**src/rtl/amo_sequencer.sv**
```systemverilog
// amo_sequencer: RV32A atomic sequencer and data-memory port arbiter.
// Owns the single data-memory port. In IDLE the normal load/store path passes
// straight through. For an atomic it sequences LR.W, SC.W and AMO*.W
// read-modify-write transactions, keeps a word-granular reservation, and holds
// the pipeline via stall until the one-cycle done pulse.
//
// Ports:
//   clk, reset_n                 clock, synchronous active-low reset
//   req_valid/_amo_op/_addr/_wdata  atomic request (funct5, rs1, rs2)
//   lsu_read_en/_write_en/_addr/_wdata  normal load/store request
//   mem_rdata                    synchronous read data (one cycle after read)
//   mem_read_enable/_write_enable/_address/_wdata  memory port
//   stall, done, rd_value, illegal  pipeline hold, completion, rd, bad request
//
// Build option: define AMO_MINMAX_EN to support AMOMIN/MAX/MINU/MAXU; when it
// is undefined those codes are treated as illegal and no compare logic exists.
module amo_sequencer #(
  parameter int unsigned ADDR_W = 32,
  parameter int unsigned DATA_W = 32
) (
  input  logic              clk,
  input  logic              reset_n,
  input  logic              req_valid,
  input  logic [4:0]        req_amo_op,
  input  logic [ADDR_W-1:0] req_addr,
  input  logic [DATA_W-1:0] req_wdata,
  input  logic              lsu_read_en,
  input  logic              lsu_write_en,
  input  logic [ADDR_W-1:0] lsu_addr,
  input  logic [DATA_W-1:0] lsu_wdata,
  input  logic [DATA_W-1:0] mem_rdata,
  output logic              mem_read_enable,
  output logic              mem_write_enable,
  output logic [ADDR_W-1:0] mem_address,
  output logic [DATA_W-1:0] mem_wdata,
  output logic              stall,
  output logic              done,
  output logic [DATA_W-1:0] rd_value,
  output logic              illegal
);

  localparam int unsigned WORD_W = ADDR_W - 2;

  localparam logic [4:0] OP_ADD  = 5'b00000;
  localparam logic [4:0] OP_SWAP = 5'b00001;
  localparam logic [4:0] OP_LR   = 5'b00010;
  localparam logic [4:0] OP_SC   = 5'b00011;
  localparam logic [4:0] OP_XOR  = 5'b00100;
  localparam logic [4:0] OP_OR   = 5'b01000;
  localparam logic [4:0] OP_AND  = 5'b01100;
`ifdef AMO_MINMAX_EN
  localparam logic [4:0] OP_MIN  = 5'b10000;
  localparam logic [4:0] OP_MAX  = 5'b10100;
  localparam logic [4:0] OP_MINU = 5'b11000;
  localparam logic [4:0] OP_MAXU = 5'b11100;
`endif

  typedef enum logic [2:0] {
    S_IDLE, S_READ, S_MODIFY, S_WRITE, S_SC_CHECK, S_DONE
  } state_e;

  state_e              state_q, state_d;
  logic                resv_valid_q, resv_valid_d;
  logic [WORD_W-1:0]   resv_addr_q, resv_addr_d;
  logic [DATA_W-1:0]   old_q, old_d;
  logic [DATA_W-1:0]   result_q, result_d;
  logic [DATA_W-1:0]   rd_q, rd_d;
  logic                illegal_q, illegal_d;

  logic                op_legal;
  logic                resv_hit;
  logic [DATA_W-1:0]   amo_result;

  // Decode which funct5 codes this build accepts
  always_comb begin
    op_legal = 1'b0;
    case (req_amo_op)
      OP_LR, OP_SC, OP_SWAP, OP_ADD, OP_XOR, OP_AND, OP_OR: op_legal = 1'b1;
`ifdef AMO_MINMAX_EN
      OP_MIN, OP_MAX, OP_MINU, OP_MAXU: op_legal = 1'b1;
`endif
      default: op_legal = 1'b0;
    endcase
  end

  assign resv_hit = resv_valid_q && (resv_addr_q == req_addr[ADDR_W-1:2]);

  // Read-modify-write datapath; operates on the read data arriving in MODIFY
  always_comb begin
    amo_result = req_wdata;
    case (req_amo_op)
      OP_ADD:  amo_result = mem_rdata + req_wdata;
      OP_XOR:  amo_result = mem_rdata ^ req_wdata;
      OP_AND:  amo_result = mem_rdata & req_wdata;
      OP_OR:   amo_result = mem_rdata | req_wdata;
`ifdef AMO_MINMAX_EN
      OP_MIN:  amo_result = ($signed(mem_rdata) < $signed(req_wdata)) ? mem_rdata : req_wdata;
      OP_MAX:  amo_result = ($signed(mem_rdata) > $signed(req_wdata)) ? mem_rdata : req_wdata;
      OP_MINU: amo_result = (mem_rdata < req_wdata) ? mem_rdata : req_wdata;
      OP_MAXU: amo_result = (mem_rdata > req_wdata) ? mem_rdata : req_wdata;
`endif
      default: amo_result = req_wdata;
    endcase
  end

  // Next-state, port mux and outputs
  always_comb begin
    state_d          = state_q;
    resv_valid_d     = resv_valid_q;
    resv_addr_d      = resv_addr_q;
    old_d            = old_q;
    result_d         = result_q;
    rd_d             = rd_q;
    illegal_d        = illegal_q;
    mem_read_enable  = 1'b0;
    mem_write_enable = 1'b0;
    mem_address      = '0;
    mem_wdata        = '0;
    stall            = 1'b0;
    done             = 1'b0;
    rd_value         = '0;
    illegal          = 1'b0;

    case (state_q)
      S_IDLE: begin
        mem_read_enable  = lsu_read_en;
        mem_write_enable = lsu_write_en;
        mem_address      = lsu_addr;
        mem_wdata        = lsu_wdata;
        // A plain store to the reserved word breaks the reservation
        if (lsu_write_en && resv_valid_q && (lsu_addr[ADDR_W-1:2] == resv_addr_q)) begin
          resv_valid_d = 1'b0;
        end
        if (req_valid) begin
          stall = 1'b1;
          if (op_legal && (req_addr[1:0] == 2'b00)) begin
            illegal_d = 1'b0;
            state_d   = (req_amo_op == OP_SC) ? S_SC_CHECK : S_READ;
          end else begin
            illegal_d = 1'b1;
            rd_d      = '0;
            state_d   = S_DONE;
          end
        end
      end
      S_READ: begin
        stall           = 1'b1;
        mem_read_enable = 1'b1;
        mem_address     = req_addr;
        state_d         = S_MODIFY;
      end
      S_MODIFY: begin
        stall = 1'b1;
        old_d = mem_rdata;
        rd_d  = mem_rdata;
        if (req_amo_op == OP_LR) begin
          resv_valid_d = 1'b1;
          resv_addr_d  = req_addr[ADDR_W-1:2];
          state_d      = S_DONE;
        end else begin
          result_d = amo_result;
          state_d  = S_WRITE;
        end
      end
      S_WRITE: begin
        stall            = 1'b1;
        mem_write_enable = 1'b1;
        mem_address      = req_addr;
        mem_wdata        = result_q;
        if (resv_hit) begin
          resv_valid_d = 1'b0;
        end
        state_d = S_DONE;
      end
      S_SC_CHECK: begin
        stall = 1'b1;
        if (resv_hit) begin
          mem_write_enable = 1'b1;
          mem_address      = req_addr;
          mem_wdata        = req_wdata;
          rd_d             = '0;
        end else begin
          rd_d = DATA_W'(1'b1);
        end
        resv_valid_d = 1'b0;
        state_d      = S_DONE;
      end
      S_DONE: begin
        done     = 1'b1;
        rd_value = rd_q;
        illegal  = illegal_q;
        state_d  = S_IDLE;
      end
      default: state_d = S_IDLE;
    endcase

    // Reset silences every output, so a write in flight is dropped
    if (!reset_n) begin
      mem_read_enable  = 1'b0;
      mem_write_enable = 1'b0;
      mem_address      = '0;
      mem_wdata        = '0;
      stall            = 1'b0;
      done             = 1'b0;
      rd_value         = '0;
      illegal          = 1'b0;
    end
  end

  // State and reservation registers
  always_ff @(posedge clk) begin
    if (!reset_n) begin
      state_q      <= S_IDLE;
      resv_valid_q <= 1'b0;
      resv_addr_q  <= '0;
      old_q        <= '0;
      result_q     <= '0;
      rd_q         <= '0;
      illegal_q    <= 1'b0;
    end else begin
      state_q      <= state_d;
      resv_valid_q <= resv_valid_d;
      resv_addr_q  <= resv_addr_d;
      old_q        <= old_d;
      result_q     <= result_d;
      rd_q         <= rd_d;
      illegal_q    <= illegal_d;
    end
  end

endmodule

```
**config.mk**
```make
export PLATFORM = sky130hd
export DESIGN_NAME = amo_sequencer
export DESIGN_NICKNAME = d
export VERILOG_FILES = /design/src/rtl/amo_sequencer.sv
export SDC_FILE = /design/constraint.sdc
export NUM_CORES = 1
export LEC_CHECK = 0
export ABC_AREA = 1
export CAP_MARGIN = 10
export CORE_UTILIZATION = 45
export DETAILED_ROUTE_END_ITERATION = 12
export PLACE_DENSITY = 0.79
export SLEW_MARGIN = 10
export SYNTH_ARGS = -nofsm -noshare
export SYNTH_HDL_FRONTEND = slang
export SYNTH_SLANG_ARGS = --single-unit
```
**constraint.sdc**
```tcl
create_clock -name clk -period 2.05 [get_ports clk]
set_input_delay 0.41 -clock clk [delete_from_list [all_inputs] [get_ports clk]]
set_output_delay 0.41 -clock clk [all_outputs]
set_load 0.05 [all_outputs]
```
==> flow_summary.ini, run 1 <==
[yosys]
synthFlopType = dfxtp_1
yosysWarningCount = 0
synth_cell_type_count = 41
ys_async_sr_fraction_pct = 0
synthTopCellsByArea = nand2_1 (24%), dfxtp_1 (20%), inv_1 (10%)
netlist_instances = 1746
synthesis.area_um2 = 9740
synth_mux_area_share_pct = 0
syn_avg_cell_area_um2 = 5.58
syn-num-nets = 1981
synth_top_family_by_area = simple AND/OR/NAND/NOR gates
yosysTopAreaCell = nand2_1
synth-compound-area-share_pct = 19.2
ys_seq_area_share_pct = 20.3
synthAdderAreaFrac_pct = 8.43
synth_edf_count = 0
synthSimpleGateAreaFrac_pct = 35.8
ys_ff_latch = 99
yosysTopAreaCellShare_pct = 23.9
synth_xor_area_share_pct = 1.89

[run_status]
firstError = [ERROR GRT-0232] Routing congestion too high. Check the congestion heatmap in the GUI.
outcome = aborted with a tool error
stop_stage = global routing (5_1_grt)

[floorplan]
start_util_pct = 46.0
die_h_um = 149
placementRows = 53
die_w_um = 149
io_pins = 271

[clocking]
cts_buffer_depth = 2
ctsHoldBuffers = 0
root_buffer = clkbuf_16
cts_inserted_buffers = 9
ctsHtreeMaxLevel = 3
cts.sinks = 99

[placed_design]
port_buffers = 270
dpl.hpwl_mm = 37.8
place_area_um2 = 17000
globalplace.congestion = 1.04

[sta]
worst-ep-kind = primary output
crit_endpoint = mem_wdata[15]

[global_routing]
grt_max_degree = 35
grt-ovfl-total = 171
track_usage_pct = 81.8
==> synthesized netlist by cell type (all sizes together), types with 14 or more instances <==
master	count
ha	64
nand4	18
nand3	64
buf	23
inv	282
or2	16
a21oi	172
clkbuf	50
o21ai	60
nand2	620
nor3	18
xor2	14
a31oi	33
nor2	136
o22ai	25
dfxtp	99
==> cells by family after synthesis <==
family	count (synthesis)
buffers and inverters	356
AND/OR/NAND/NOR	873
flip-flops	99
XOR/XNOR	21
adder cells (fa/ha/maj)	65
AO/OA/AOI/OAI	332
==> per-layer routing <==
layer / overflow / track usage [%]
met1: 0 / 80.4
met2: 92 / 97.9
met3: 3 / 65.7
met4: 76 / 88.5
met5: 0 / 30.7
==> repair_timing <==
action | CTS
gates cloned | 12
buffers inserted | 24
setup endpoints to repair | 130
pin swaps | 95
resized for setup | 344
==> stage by stage <==
stage | setup WS [ns] | util [%] | hold WS, ns | instances
after floorplan | -0.187 | - | 0.439 | 1746
after global placement | -1.01 | 80.5 | 0.446 | 2504
after detailed placement | -1.02 | 80.5 | 0.451 | 2504
after CTS | -0.748 | 89.3 | 0.462 | 2556
==> run 2, diff against run 1 <==
--- a/config.mk
+++ b/config.mk
@@ -7,9 +7,9 @@
 export LEC_CHECK = 0
 export ABC_AREA = 1
 export CAP_MARGIN = 10
-export CORE_UTILIZATION = 45
+export CORE_UTILIZATION = 40
 export DETAILED_ROUTE_END_ITERATION = 12
-export PLACE_DENSITY = 0.79
+export PLACE_DENSITY_LB_ADDON = 0.15
 export SLEW_MARGIN = 10
 export SYNTH_ARGS = -nofsm -noshare
 export SYNTH_HDL_FRONTEND = slang
==> constraint.sdc (replaced) <==
create_clock -name clk -period 2.67 [get_ports clk]
set_input_delay 0.534 -clock clk [delete_from_list [all_inputs] [get_ports clk]]
set_output_delay 0.534 -clock clk [all_outputs]
set_load 0.05 [all_outputs]
==> run 2 against run 1 <==
  * The flow now finishes, with violations (setup timing)
  * Synthesized cell count stayed put
  * Area after synthesis stayed put
==> flow_summary.ini, run 2 <==
[clocking]
ctsHoldBuffers = 0
cts_tree = yes
cts_buffer_depth = 2
cts.sinks = 99
ctsHtreeMaxLevel = 3
clkLatencyLatePin_ns = 0.37
clk_pin_slew_ns = 0.07
root_buffer = clkbuf_16
cts_inserted_buffers = 9

[route]
drt_iter0_markers = 1007
routed_wl_mm = 42.7
postRouteAntennaNets = 0
wire_per_inst_um = 17.4
drt_pass1_iterations = 5
vias_per_cell = 5.23
vias = 12857
drcViolationCount = 0

[yosys]
ys_seq_area_share_pct = 20.3
synth_mux_area_share_pct = 0
syn_avg_cell_area_um2 = 5.58
synthesis.area_um2 = 9740
synth_common_cells = nand2_1 (620), inv_1 (268), a21oi_1 (172)
synthSimpleGateAreaFrac_pct = 35.8
ys_ff_latch = 99
ys_async_sr_fraction_pct = 0
synth.most_common_cell = nand2_1
synth_cell_type_count = 41
yosysTopAreaCell = nand2_1
synth-compound-area-share_pct = 19.2
netlist_instances = 1746
synthFlopType = dfxtp_1
syn-num-nets = 1981
synthAdderAreaFrac_pct = 8.43
yosysTopAreaCellShare_pct = 23.9
synthTopCellsByArea = nand2_1 (24%), dfxtp_1 (20%), inv_1 (10%)
synth_xor_area_share_pct = 1.89
synth_top_family_by_area = simple AND/OR/NAND/NOR gates
yosysWarningCount = 0
synth_edf_count = 0

[setup_path]
cp-start-kind = input pin
cp.required_ns = 2.14
rrSetupSlack_ns = 0.63
max_stage_delay_ns = 0.21
arrival_ns = 2.54
cp_num_buf_inv = 5
rr_endpoint = resv_valid_q$_SDFFE_PN0P_
crit_family = buffers and inverters
worstPathCellList = clkdlybuf4s15_2 -> xnor2_1 -> nand3_1 -> nor2_1 -> nand2_1 -> nor2_1 -> nand2_2 -> buf_6 -> o21ai_4 -> buf_12 -> clkbuf_16 -> nand2_4 -> a21oi_4 -> buf_12
crit_slowest_cell = clkdlybuf4s15_2
crit_fanout = 8
end_kind = primary output
rr_startpoint = resv_addr_q[27]$_SDFFE_PN0P_
ff2ff_path_depth = 16
worstSetupPathType = input pin to primary output

[hold_path]
hold_path.class = flop to flop
hold_start = rd_q[4]$_SDFFE_PN0P_
worstHoldEndpoint = rd_q[4]$_SDFFE_PN0P_
hold_depth = 2

[pwr]
powerDensity_nw_per_um2 = 544
p_leak_nw = 7.44
clockPowerShare_pct = 15.2
p_sw_w = 0.00416
pwr-share-comb_pct = 65.2
p_int_w = 0.00481
ir_worst_vdd_mv = 0.496
power_frac_seq_pct = 19.6
swShare_pct = 46.3

[global_routing]
grt_pass1_wl_mm = 63.7
antenna_found_initial = 1
grt-ovfl-total = 0
grt_max_degree = 59
track_usage_pct = 33.2
grt_pass1_vias = 11974

[floorplan]
placementRows = 56
die_w_um = 158
start_util_pct = 41.1
die_area_um2 = 25000
io_pins = 271
core_um2 = 23700
die_h_um = 158

[sta]
slew_headroom_pct = 57.5
worst_slack_ns = -0.407
rsz0062_at_grt = yes
slew_violations = 0
fin_crit_ns = 3.08
timing.hold.ws_ns = 0.462
fin_worst_skew_ns = 0.0109
timing_worst_slew_pin_value_ns = 0.635
setup_tns_ns = -19.93
fmax_mhz = 325
setup_viol = 65
period_share_pct = 115
timing_hold_violations_final = 0

[run_status]
violations = setup timing
outcome = finished, violations left

[cells_and_area]
nNetsFinal = 2369
final_cell_mix = nand2_1 (571), inv_1 (259), buf_4 (156), a21oi_1 (139), clkdlybuf4s50_1 (138)
reg.largest.list = rd_q: 32 flops, result_q: 32 flops, resv_addr_q: 30 flops
layout-drive-gt1-share_pct = 23.1
mostFrequentLayoutCell = nand2_1
syn_to_final_growth_pct = 69.2
final_area_um2 = 16500

[placed_design]
place_area_um2 = 15200
port_buffers = 270
dp_slack_ns = -0.617
globalplace.congestion = 0.941
dpl.hpwl_mm = 32.3

[flow_run]
drv_cap = 0
-- run 2: routing by layer --
layer  global-route usage (%)  vias up  share of wire [%]
met5                        0        -                  0
met4                     15.7        0                4.3
met3                     7.23       94                9.2
met2                     54.5      613                 46
met1                     41.1     5852                 41
li1                         -     6298                  -
-- run 2: cell families (layout without fill, tap and decap cells) --
kind of cell    after synthesis  count (layout)
compound gates              332             332
xor+xnor                     21              21
fa+ha+maj                    65              65
buf+inv                     356             748
flops                        99              99
other cells                   0               2
simple gates                873             873
-- run 2: timing repair --
item / CTS / global route
endpoints found under the hold margin: 0 / 0
cloned: 3 / 4
buffers inserted: 6 / 2
pin swaps: 34 / 40
endpoints found under the setup margin: 65 / 80
resized for setup: 161 / 96
-- run 2: worst max path at each step --
stage,slack [ns],start,cells past startpoint,endpoint
finish,-0.41,req_addr[14],14,mem_address[4]
global route,-0.47,req_addr[27],15,mem_address[14]
CTS,-0.26,resv_addr_q[21]$_SDFFE_PN0P_,13,mem_address[10]
detailed placement,-0.62,req_addr[23],13,mem_wdata[31]
global placement,-0.53,req_addr[23],13,mem_wdata[10]
floorplan,0.003,req_addr[3],10,mem_wdata[0]
-- run 2: worst reg2reg max path, cell delays in order (launching register included) --
cell and delay (ns):
dfxtp_1 0.36, inv_1 0.08, nand2_2 0.09, nand4_1 0.11, nor3_2 0.15, nand2_1 0.08, nor2_1 0.13, nand2_2 0.10
buf_6 0.13, buf_4 0.12, buf_4 0.12, buf_4 0.13, nand2_1 0.05, nand3_1 0.11, nand2_1 0.08, nand2_1 0.04
nor2_1 0.08
-- run 2: cell type report --
type	instances	area, um2
Fill cell	2046	7200
Tap cell	319	399
Clock inverter	5	62.6
Clock buffer	10	229
Antenna cell	2	5.00
Timing Repair Buffer	450	5300
Sequential cell	99	1990
Inverter	283	1070
Multi-Input combinational cell	1291	7430
-- run 2: per-stage QoR --
stage | util, % | total power, W | instances
2_1_floorplan | - | 0.00466 | 1746
3_3_place_gp | 64.2 | 0.00696 | 2427
3_5_place_dp | 64.2 | 0.00703 | 2427
4_1_cts | 67.9 | 0.00852 | 2451
5_1_grt | 69.6 | 0.00939 | 2457
6_report | 69.6 | 0.00897 | 2459
-- run 2: power groups by stage --
stage / Combinational, W / Clock [W] / Sequential [W]
3_3_place_gp: 0.00518 / 0 / 0.00178
5_1_grt: 0.00618 / 0.00143 / 0.00178
4_1_cts: 0.00539 / 0.00138 / 0.00176
6_report: 0.00584 / 0.00136 / 0.00176
3_5_place_dp: 0.00524 / 0 / 0.00179
2_1_floorplan: 0.00292 / 0 / 0.00174
No activity file was read; power rests on OpenSTA's default activity.
